`src/rtl/if_fetch_pkg.sv`:
```
// if_fetch_pkg: shared fetch-stage constants, bus widths and fetch FSM states.
package if_fetch_pkg;
    localparam logic        RstEnable    = 1'b1;
    localparam logic        ChipEnable   = 1'b1;
    localparam logic        ChipDisable  = 1'b0;
    localparam int          InstAddrBus  = 32;
    localparam int          InstBus      = 32;
    localparam int          StallBus     = 6;
    localparam logic [31:0] ZeroWord     = 32'h0000_0000;
    localparam logic [31:0] RESET_PC_DEF = 32'h0000_0000;
    typedef enum logic {IDLE, RUN} fetch_state_t;
endpackage

```
`src/rtl/if_fetch_if_id_reg.sv`:
```
// if_id_reg: IF/ID pipeline register with flush, bubble insertion and hold.
module if_id_reg
    import if_fetch_pkg::*;
(
    input  logic                   clk,
    input  logic                   rst,
    input  logic                   i_flush,
    input  logic [1:0]             i_stall,
    input  logic [InstAddrBus-1:0] i_pc,
    input  logic [InstBus-1:0]     i_inst,
    input  logic                   i_adel,
    output logic [InstAddrBus-1:0] o_id_pc,
    output logic [InstBus-1:0]     o_id_inst,
    output logic                   o_id_adel
);
    // i_stall[0] stalls IF, i_stall[1] stalls ID: IF stalled alone inserts a bubble
    always_ff @(posedge clk) begin
        if (rst == RstEnable || i_flush || (i_stall[0] && !i_stall[1])) begin
            o_id_pc   <= ZeroWord;
            o_id_inst <= ZeroWord;
            o_id_adel <= 1'b0;
        end else if (!i_stall[0]) begin
            o_id_pc   <= i_pc;
            o_id_inst <= i_inst;
            o_id_adel <= i_adel;
        end
    end
endmodule

```
`src/rtl/if_fetch.sv`:
```
// if_fetch: program counter, ROM enable FSM and misaligned-fetch detection.
module if_fetch
    import if_fetch_pkg::*;
#(
    parameter logic [InstAddrBus-1:0] RESET_PC = RESET_PC_DEF,
    parameter int                     STALL_W  = StallBus
) (
    input  logic                   clk,
    input  logic                   rst,
    input  logic [STALL_W-1:0]     stall,
    input  logic                   flush,
    input  logic [InstAddrBus-1:0] new_pc,
    input  logic                   branch_flag_i,
    input  logic [InstAddrBus-1:0] branch_target_address_i,
    input  logic [InstBus-1:0]     inst_i,
    output logic                   ce,
    output logic [InstAddrBus-1:0] pc,
    output logic [InstAddrBus-1:0] id_pc,
    output logic [InstBus-1:0]     id_inst,
    output logic                   id_excpt_adel
);
    fetch_state_t r_state;
    logic         w_adel;
    logic [31:0]  w_inst;
    logic         w_unused;

    assign w_adel   = (r_state == RUN) && (pc[1:0] != 2'b00);
    assign w_inst   = (r_state == RUN && !w_adel) ? inst_i : ZeroWord;
    assign w_unused = ^stall;

    always_ff @(posedge clk) begin
        if (rst == RstEnable) begin
            r_state <= IDLE;
            ce      <= ChipDisable;
            pc      <= RESET_PC;
        end else if (r_state == IDLE) begin
            r_state <= RUN;
            ce      <= ChipEnable;
        end else begin
            pc <= flush         ? new_pc :
                  stall[0]      ? pc :
                  branch_flag_i ? branch_target_address_i :
                                  pc + 32'd4;
        end
    end

    if_id_reg u_if_id_reg (
        .clk       (clk),
        .rst       (rst),
        .i_flush   (flush),
        .i_stall   (stall[2:1]),
        .i_pc      (pc),
        .i_inst    (w_inst),
        .i_adel    (w_adel),
        .o_id_pc   (id_pc),
        .o_id_inst (id_inst),
        .o_id_adel (id_excpt_adel)
    );
endmodule

```
`config.mk`:
```
export PLATFORM = sky130hd
export DESIGN_NAME = if_fetch
export DESIGN_NICKNAME = d
export VERILOG_FILES = /design/src/rtl/if_fetch_pkg.sv /design/src/rtl/if_fetch_if_id_reg.sv /design/src/rtl/if_fetch.sv
export SDC_FILE = /design/constraint.sdc
export NUM_CORES = 1
export LEC_CHECK = 0
export CORE_ASPECT_RATIO = 0.5
export CORE_UTILIZATION = 30
export CTS_BUF_LIST = sky130_fd_sc_hd__clkbuf_4 sky130_fd_sc_hd__clkbuf_8 sky130_fd_sc_hd__clkbuf_16
export CTS_CLUSTER_DIAMETER = 50
export CTS_CLUSTER_SIZE = 30
export DETAILED_ROUTE_END_ITERATION = 8
export HOLD_SLACK_MARGIN = 0.08
export SLEW_MARGIN = 20
export SYNTH_ARGS = -nofsm -noshare
export SYNTH_HDL_FRONTEND = slang
export SYNTH_HIERARCHICAL = 1
export SYNTH_SLANG_ARGS = --single-unit
```
`constraint.sdc`:
```
create_clock -name clk -period 2.1 [get_ports clk]
set_clock_uncertainty 0.15 [all_clocks]
set_input_delay 0.63 -clock clk [delete_from_list [all_inputs] [get_ports clk]]
set_output_delay 0.63 -clock clk [all_outputs]
set_load 0.01 [all_outputs]
```
==> impl_metrics.env, run 1 <==
export IMPL_clk_path_buf_depth=2
export IMPL_synth_largest_area_cell="dfxtp_1"
export IMPL_fin_util_pct=48.8
export IMPL_clkTransAtPathRegs_ns=0.07
export IMPL_yosys_register_bits=99
export IMPL_drc=0
export IMPL_preCtsSetupSlack_ns=-0.429
export IMPL_ant_nets=0
export IMPL_critical_path_startpoint_type="flop"
export IMPL_cp_end_kind="primary output"
export IMPL_synth_edf_count=0
export IMPL_powerDensity_mw_per_mm2=564
export IMPL_routed_wl_mm=18.2
export IMPL_fin_total_pwr_mw=4.61
export IMPL_peakVddDrop_mv=0.362
export IMPL_core_area_mm2=0.0168
export IMPL_synth_area_per_cell_um2=8.16
export IMPL_grt_pass1_wl_mm=28.2
export IMPL_fin_nets=977
export IMPL_pin_count=204
export IMPL_root_buffer="clkbuf_16"
export IMPL_synth_cell_types=60
export IMPL_min_period_ns=2.06
export IMPL_clkLatencyLatePin_ns=0.34
export IMPL_crit_family="buffers and inverters"
export IMPL_p_leak_nw=3.01
export IMPL_setup_slack_ns=0.0361
export IMPL_min_path_type="reg2reg"
export IMPL_start_util_pct=31.3
export IMPL_cts_setup_buffers=0
export IMPL_rows=33
export IMPL_holdWs_ns=0.305
export IMPL_fmax_mhz=485
export IMPL_cp_slowest_cell="clkdlybuf4s50_1"
export IMPL_slew_headroom_pct=62.9
export IMPL_synth_warnings=6
export IMPL_yosysSeqAreaShare_pct=37.7
export IMPL_yosysMostFrequentCell="dfxtp_1"
export IMPL_vias_per_cell=5.11
export IMPL_hp_start="ce$_SDFFE_PP0N_"
export IMPL_synth_cells=644
export IMPL_critical_path_cell_chain="clkdlybuf4s50_1"
export IMPL_reg2reg_depth=7
export IMPL_cp_arrival_ns=1.28
export IMPL_rsz0062_at_grt="no"
export IMPL_overflow=0
export IMPL_htree_num_levels=3
export IMPL_grt_usage_pct=19.7
export IMPL_synth_top_area_share_pct=37.7
export IMPL_antenna_found_initial=0
export IMPL_hold_buffers=0
export IMPL_status="completed"
export IMPL_synthFlopType="dfxtp_1"
export IMPL_syn_to_final_growth_pct=55.6
export IMPL_worstHoldPathCells=2
export IMPL_drt_iter0_markers=271
export IMPL_numClockSinks=99
export IMPL_finalSetupViolations=0
export IMPL_grt_pass1_vias=5219
export IMPL_fp_dieH_um=95.6
export IMPL_min_to="ce$_SDFFE_PP0N_"
export IMPL_place_port_buffers=200
export IMPL_post_dp_hpwl_mm=13.6
export IMPL_crit_buf_inv=1
export IMPL_synth_common_cells="dfxtp_1, nand3_1, a21oi_1"
export IMPL_synthTopCellsByArea="dfxtp_1, nand2b_1, nand3_1, a21oi_1, and2_1"
export IMPL_cts_tree="yes"
export IMPL_crit_type="reg2out"
export IMPL_max_cap_violations=0
export IMPL_critPathMaxStageDelay_ns=0.55
export IMPL_dieArea_mm2=0.0181
export IMPL_cp_required_ns=1.32
export IMPL_grt_max_degree=59
export IMPL_place_gp_congestion=0.867
export IMPL_die_x_um=189
export IMPL_drive_above_1_share_pct=16.0
export IMPL_async_reset_ff_share_pct=0
export IMPL_nFillCells=1668
export IMPL_hold_viol=0
export IMPL_path_max_fanout=5
export IMPL_via_count=5635
export IMPL_maxSlewViolCount=0
export IMPL_r2r_start="pc[8]$_SDFFE_PP0P_"
export IMPL_cts_made_buffers=9
export IMPL_fin_crit_sh_pct=98.3
export IMPL_drt_pass1_iterations=4
export IMPL_antennaDiodeCount=0
export IMPL_synth_fp_nets=751
export IMPL_detail_route_wl_per_cell_um=16.5
export IMPL_netlist_area_mm2=0.00525
export IMPL_worst_slew_pin_slew_ns=0.551
export IMPL_r2r_end="pc[18]$_SDFFE_PP0P_"
export IMPL_r2r_slack_ns=0.09
## layer usage
layer	GRT usage, %	wire length, um	up-vias
li1	-	-	2760
met1	26.7	8700	2708
met2	33.5	8620	156
met3	2.98	754	11
met4	3.63	145	0
met5	0	0	-
## cell usage in the layout, fill, tap and decap left out, types with 4 or more instances in the layout
cell type / count
and3_1: 6
o211ai_1: 6
nand3_1: 79
a22o_1: 10
clkbuf_16: 9
a21oi_2: 13
o21ai_0: 24
a221oi_1: 5
a221o_1: 4
o22ai_1: 5
and2_1: 40
mux2i_1: 4
dfxtp_1: 82
dlygate4sd2_1: 18
a22oi_1: 7
dfxtp_2: 15
nor4_1: 4
clkdlybuf4s50_1: 173
nand2b_1: 66
a211oi_1: 5
nor2_1: 23
buf_4: 64
nand4_1: 7
dlymetal6s2s_1: 7
nor3_1: 12
mux2_2: 4
nand2_1: 35
a21oi_1: 76
buf_12: 9
and4_1: 4
## kinds of logic after synthesis
family / after synthesis / share of synthesized area [%]
mux: 8 / 1.62
simple gates: 296 / 31.5
fa+ha+maj: 1 / 0.238
buf+inv: 62 / 7.24
flops: 99 / 37.7
compound gates: 178 / 21.7
## what timing repair did
action / 4_1_cts / 5_1_grt
setup endpoints to repair: 45 / 14
gates resized for setup: 37 / 15
pin swaps: 0 / 1
## report_power, final
group / total, mW / switching (mW) / leakage, nW / internal [mW]
sequential: 2.01 / 0.0681 / 0.812 / 1.94
clock: 1.68 / 0.730 / 0.150 / 0.948
combinational: 0.918 / 0.414 / 2.05 / 0.504
total: 4.61 / 1.21 / 3.01 / 3.40
## flip-flops by register name, summed over array words and instances (netlist names)
name                   flops
ce                         1
pc                        32
r_state                    1
u_if_id_reg/o_id_adel      1
u_if_id_reg/o_id_inst     32
u_if_id_reg/o_id_pc       32
## worst max path at each step
stage                                      to  slack (ns)  depth (start not counted)                start
after floorplan           pc[15]$_SDFFE_PP0P_        0.02                          4                  rst
after global placement    pc[17]$_SDFFE_PP0P_       -0.43                          6                flush
after detailed placement  pc[17]$_SDFFE_PP0P_       -0.43                          6                flush
after CTS                              pc[23]     0.00006                          1  pc[23]$_SDFFE_PP0P_
after global routing                   pc[26]      0.0008                          1  pc[26]$_SDFFE_PP0P_
final                                  pc[16]        0.04                          1  pc[16]$_SDFFE_PP0P_
## through the flow
| stage | instance area [um^2] | TNS (ns) | cells |
|---|---|---|---|
| floorplan | 5250 | 0 | 644 |
| global placement | 7830 | -23.30 | 1086 |
| detailed placement | 7830 | -23.01 | 1086 |
| CTS | 8130 | 0 | 1102 |
| global route | 8180 | 0 | 1102 |
| finish | 8180 | 0 | 1102 |
## area by class of cell
cell class	instances	area, um^2	share of cell area (%)
Clock buffer	11	240	2.94
Clock inverter	5	53.8	0.658
Inverter	5	18.8	0.230
Multi-Input combinational cell	483	2930	35.8
Sequential cell	99	2010	24.6
Tap cell	227	284	3.47
Timing Repair Buffer	272	2640	32.3
No activity file was read; power rests on OpenSTA's default activity.
==> run 2: changes to the inputs <==
==> constraint.sdc (replaced) <==
create_clock -name clk -period 2.2 [get_ports clk]
set_clock_uncertainty 0.15 [all_clocks]
set_input_delay 0.66 -clock clk [delete_from_list [all_inputs] [get_ports clk]]
set_output_delay 0.66 -clock clk [all_outputs]
set_load 0.01 [all_outputs]
==> impl_metrics.env, run 2 (same netlist as run 1, synthesis figures left out) <==
export IMPL_htree_num_levels=3
export IMPL_crit_family="buffers and inverters"
export IMPL_peakVddDrop_mv=0.399
export IMPL_core_area_mm2=0.0168
export IMPL_drt_pass1_iterations=5
export IMPL_power_internal_mw=3.48
export IMPL_clkLatencyLatePin_ns=0.34
export IMPL_hold_buffers=0
export IMPL_cp_slowest_cell="clkdlybuf4s50_1"
export IMPL_p_sw_share_pct=25.5
export IMPL_finalSetupViolations=0
export IMPL_clk_path_buf_depth=2
export IMPL_slew_headroom_pct=67.1
export IMPL_place_gp_congestion=0.836
export IMPL_fmax_mhz=463
export IMPL_clkTransAtPathRegs_ns=0.07
export IMPL_routed_wl_mm=18.3
export IMPL_drive_above_1_share_pct=15.5
export IMPL_ant_nets=0
export IMPL_wl_met1_mm=8.68
export IMPL_top_layer_used="met4"
export IMPL_drc=0
export IMPL_fp_dieH_um=95.6
export IMPL_critical_path_cell_chain="clkdlybuf4s50_1"
export IMPL_antenna_found_initial=1
export IMPL_p_sw_mw=1.19
export IMPL_grt_pass1_vias=5189
export IMPL_grt_max_degree=74
export IMPL_p_leak_nw=2.89
export IMPL_vias_per_cell=5.11
export IMPL_fin_util_pct=48.6
export IMPL_via_count=5582
export IMPL_detail_route_wl_per_cell_um=16.8
export IMPL_met3_length_um=989
export IMPL_cts_tree="yes"
export IMPL_fin_tns_setup_ns=0
export IMPL_cp_end_kind="primary output"
export IMPL_combPwrFrac_pct=18.5
export IMPL_root_buffer="clkbuf_16"
export IMPL_reg_top3="pc x32, u_if_id_reg/o_id_inst x32, u_if_id_reg/o_id_pc x32"
export IMPL_dr_wl_met2_mm=8.43
export IMPL_design_area_mm2=0.00815
export IMPL_critPathMaxStageDelay_ns=0.59
export IMPL_grt_pass1_wl_mm=28.2
export IMPL_die_x_um=189
export IMPL_status="completed"
export IMPL_critical_path_startpoint_type="flop"
export IMPL_place_port_buffers=200
export IMPL_min_period_ns=2.16
export IMPL_fin_crit_sh_pct=98.2
export IMPL_nFillCells=1668
export IMPL_placed_area_mm2=0.00773
export IMPL_cp_arrival_ns=1.35
export IMPL_crit_buf_inv=1
export IMPL_path_max_fanout=4
export IMPL_cts_setup_buffers=0
export IMPL_max_cap_violations=0
export IMPL_mostFrequentLayoutCells="clkdlybuf4s50_1, nand3_1, dfxtp_1"
export IMPL_min_path_type="reg2reg"
export IMPL_maxSlewViolCount=0
export IMPL_seqPwrFrac_pct=41.3
export IMPL_start_util_pct=31.3
export IMPL_final_common_cell="clkdlybuf4s50_1"
export IMPL_drt_iter0_markers=302
export IMPL_fin_total_pwr_mw=4.67
export IMPL_rows=33
export IMPL_numClockSinks=99
export IMPL_hold_viol=0
export IMPL_syn_to_final_growth_pct=55.1
export IMPL_rsz0062_at_grt="no"
export IMPL_post_dp_hpwl_mm=13.3
export IMPL_holdWs_ns=0.301
export IMPL_crit_type="reg2out"
export IMPL_pin_count=204
export IMPL_grt_usage_pct=19.8
export IMPL_worst_slew_pin_slew_ns=0.493
export IMPL_overflow=0
export IMPL_cts_made_buffers=9
export IMPL_cp_required_ns=1.39
export IMPL_clkPwrFrac_pct=40.2
export IMPL_dieArea_mm2=0.0181
export IMPL_fin_nets=967
export IMPL_powerDensity_mw_per_mm2=573
run 2: cell count changes in the layout (fill, tap and decap cells not counted), sizes merged:
cell           before  now
inv                 3    4
dlygate4sd2        18    5
clkbuf             11   10
clkinv              6    3
clkinvlp            0    1
clkdlybuf4s50     173  189
buf                74   64
diode               0    1
bufinv              1    3
dlymetal6s2s        7    4
run 2: cell type report:
| cell class | instances | area, um^2 | share of cell area (%) |
|---|---|---|---|
| multi-input combinational | 483 | 2930 | 35.9 |
| timing repair buffer | 262 | 2550 | 31.4 |
| sequential | 99 | 2010 | 24.7 |
| clock buffer | 10 | 239 | 2.93 |
| antenna | 1 | 2.50 | 0.0307 |
| clock inverter | 6 | 111 | 1.37 |
| inverter | 5 | 18.8 | 0.230 |
| tap | 227 | 284 | 3.49 |
run 2: what timing repair did:
item                                    4_1_cts  5_1_grt
pin swaps                                     0        1
endpoints found under the setup margin       22       30
gates resized for setup                      26       15
run 2: worst paths after layout:
kind,from,end,slack [ns],cells past startpoint
setup / recovery,pc[17]$_SDFFE_PP0P_,pc[17],0.04,1
hold / removal,ce$_SDFFE_PP0N_,ce$_SDFFE_PP0N_,0.30,2
setup reg to reg,pc[2]$_SDFFE_PP0P_,pc[24]$_SDFFE_PP0P_,0.11,6
hold reg to reg,ce$_SDFFE_PP0N_,ce$_SDFFE_PP0N_,0.30,2
run 2: metrics by stage:
| stage | cells | setup slack [ns] |
|---|---|---|
| 5_1_grt | 1093 | 0.00256 |
| 6_report | 1093 | 0.0391 |
| 3_3_place_gp | 1076 | -0.317 |
| 3_5_place_dp | 1076 | -0.372 |
| 2_1_floorplan | 644 | 0.0914 |
| 4_1_cts | 1092 | -0.00396 |
run 2: power by group through the flow:
stage	Sequential [mW]	Clock, mW	Combinational (mW)
2_1_floorplan	1.98	0	0.362
3_3_place_gp	1.96	0	0.859
3_5_place_dp	1.97	0	0.863
4_1_cts	1.93	1.92	0.866
5_1_grt	1.94	2.00	0.939
6_report	1.93	1.88	0.865
run 2: routing by layer:
metal  vias to the layer above  global-route usage, %
met5                         -                      0
met4                         0                   4.17
met3                        17                   3.13
met2                       171                   32.6
met1                      2645                   27.4
li1                       2749                      -
==> run 3: changes to the inputs <==
--- a/config.mk
+++ b/config.mk
@@ -9,7 +9,6 @@
 export CORE_UTILIZATION = 30
 export CTS_BUF_LIST = sky130_fd_sc_hd__clkbuf_4 sky130_fd_sc_hd__clkbuf_8 sky130_fd_sc_hd__clkbuf_16
 export CTS_CLUSTER_DIAMETER = 50
-export CTS_CLUSTER_SIZE = 30
 export DETAILED_ROUTE_END_ITERATION = 8
 export HOLD_SLACK_MARGIN = 0.08
 export SLEW_MARGIN = 20
==> results of run 3 <==
Final layout, timing and power as in run 2 (identical DEF).
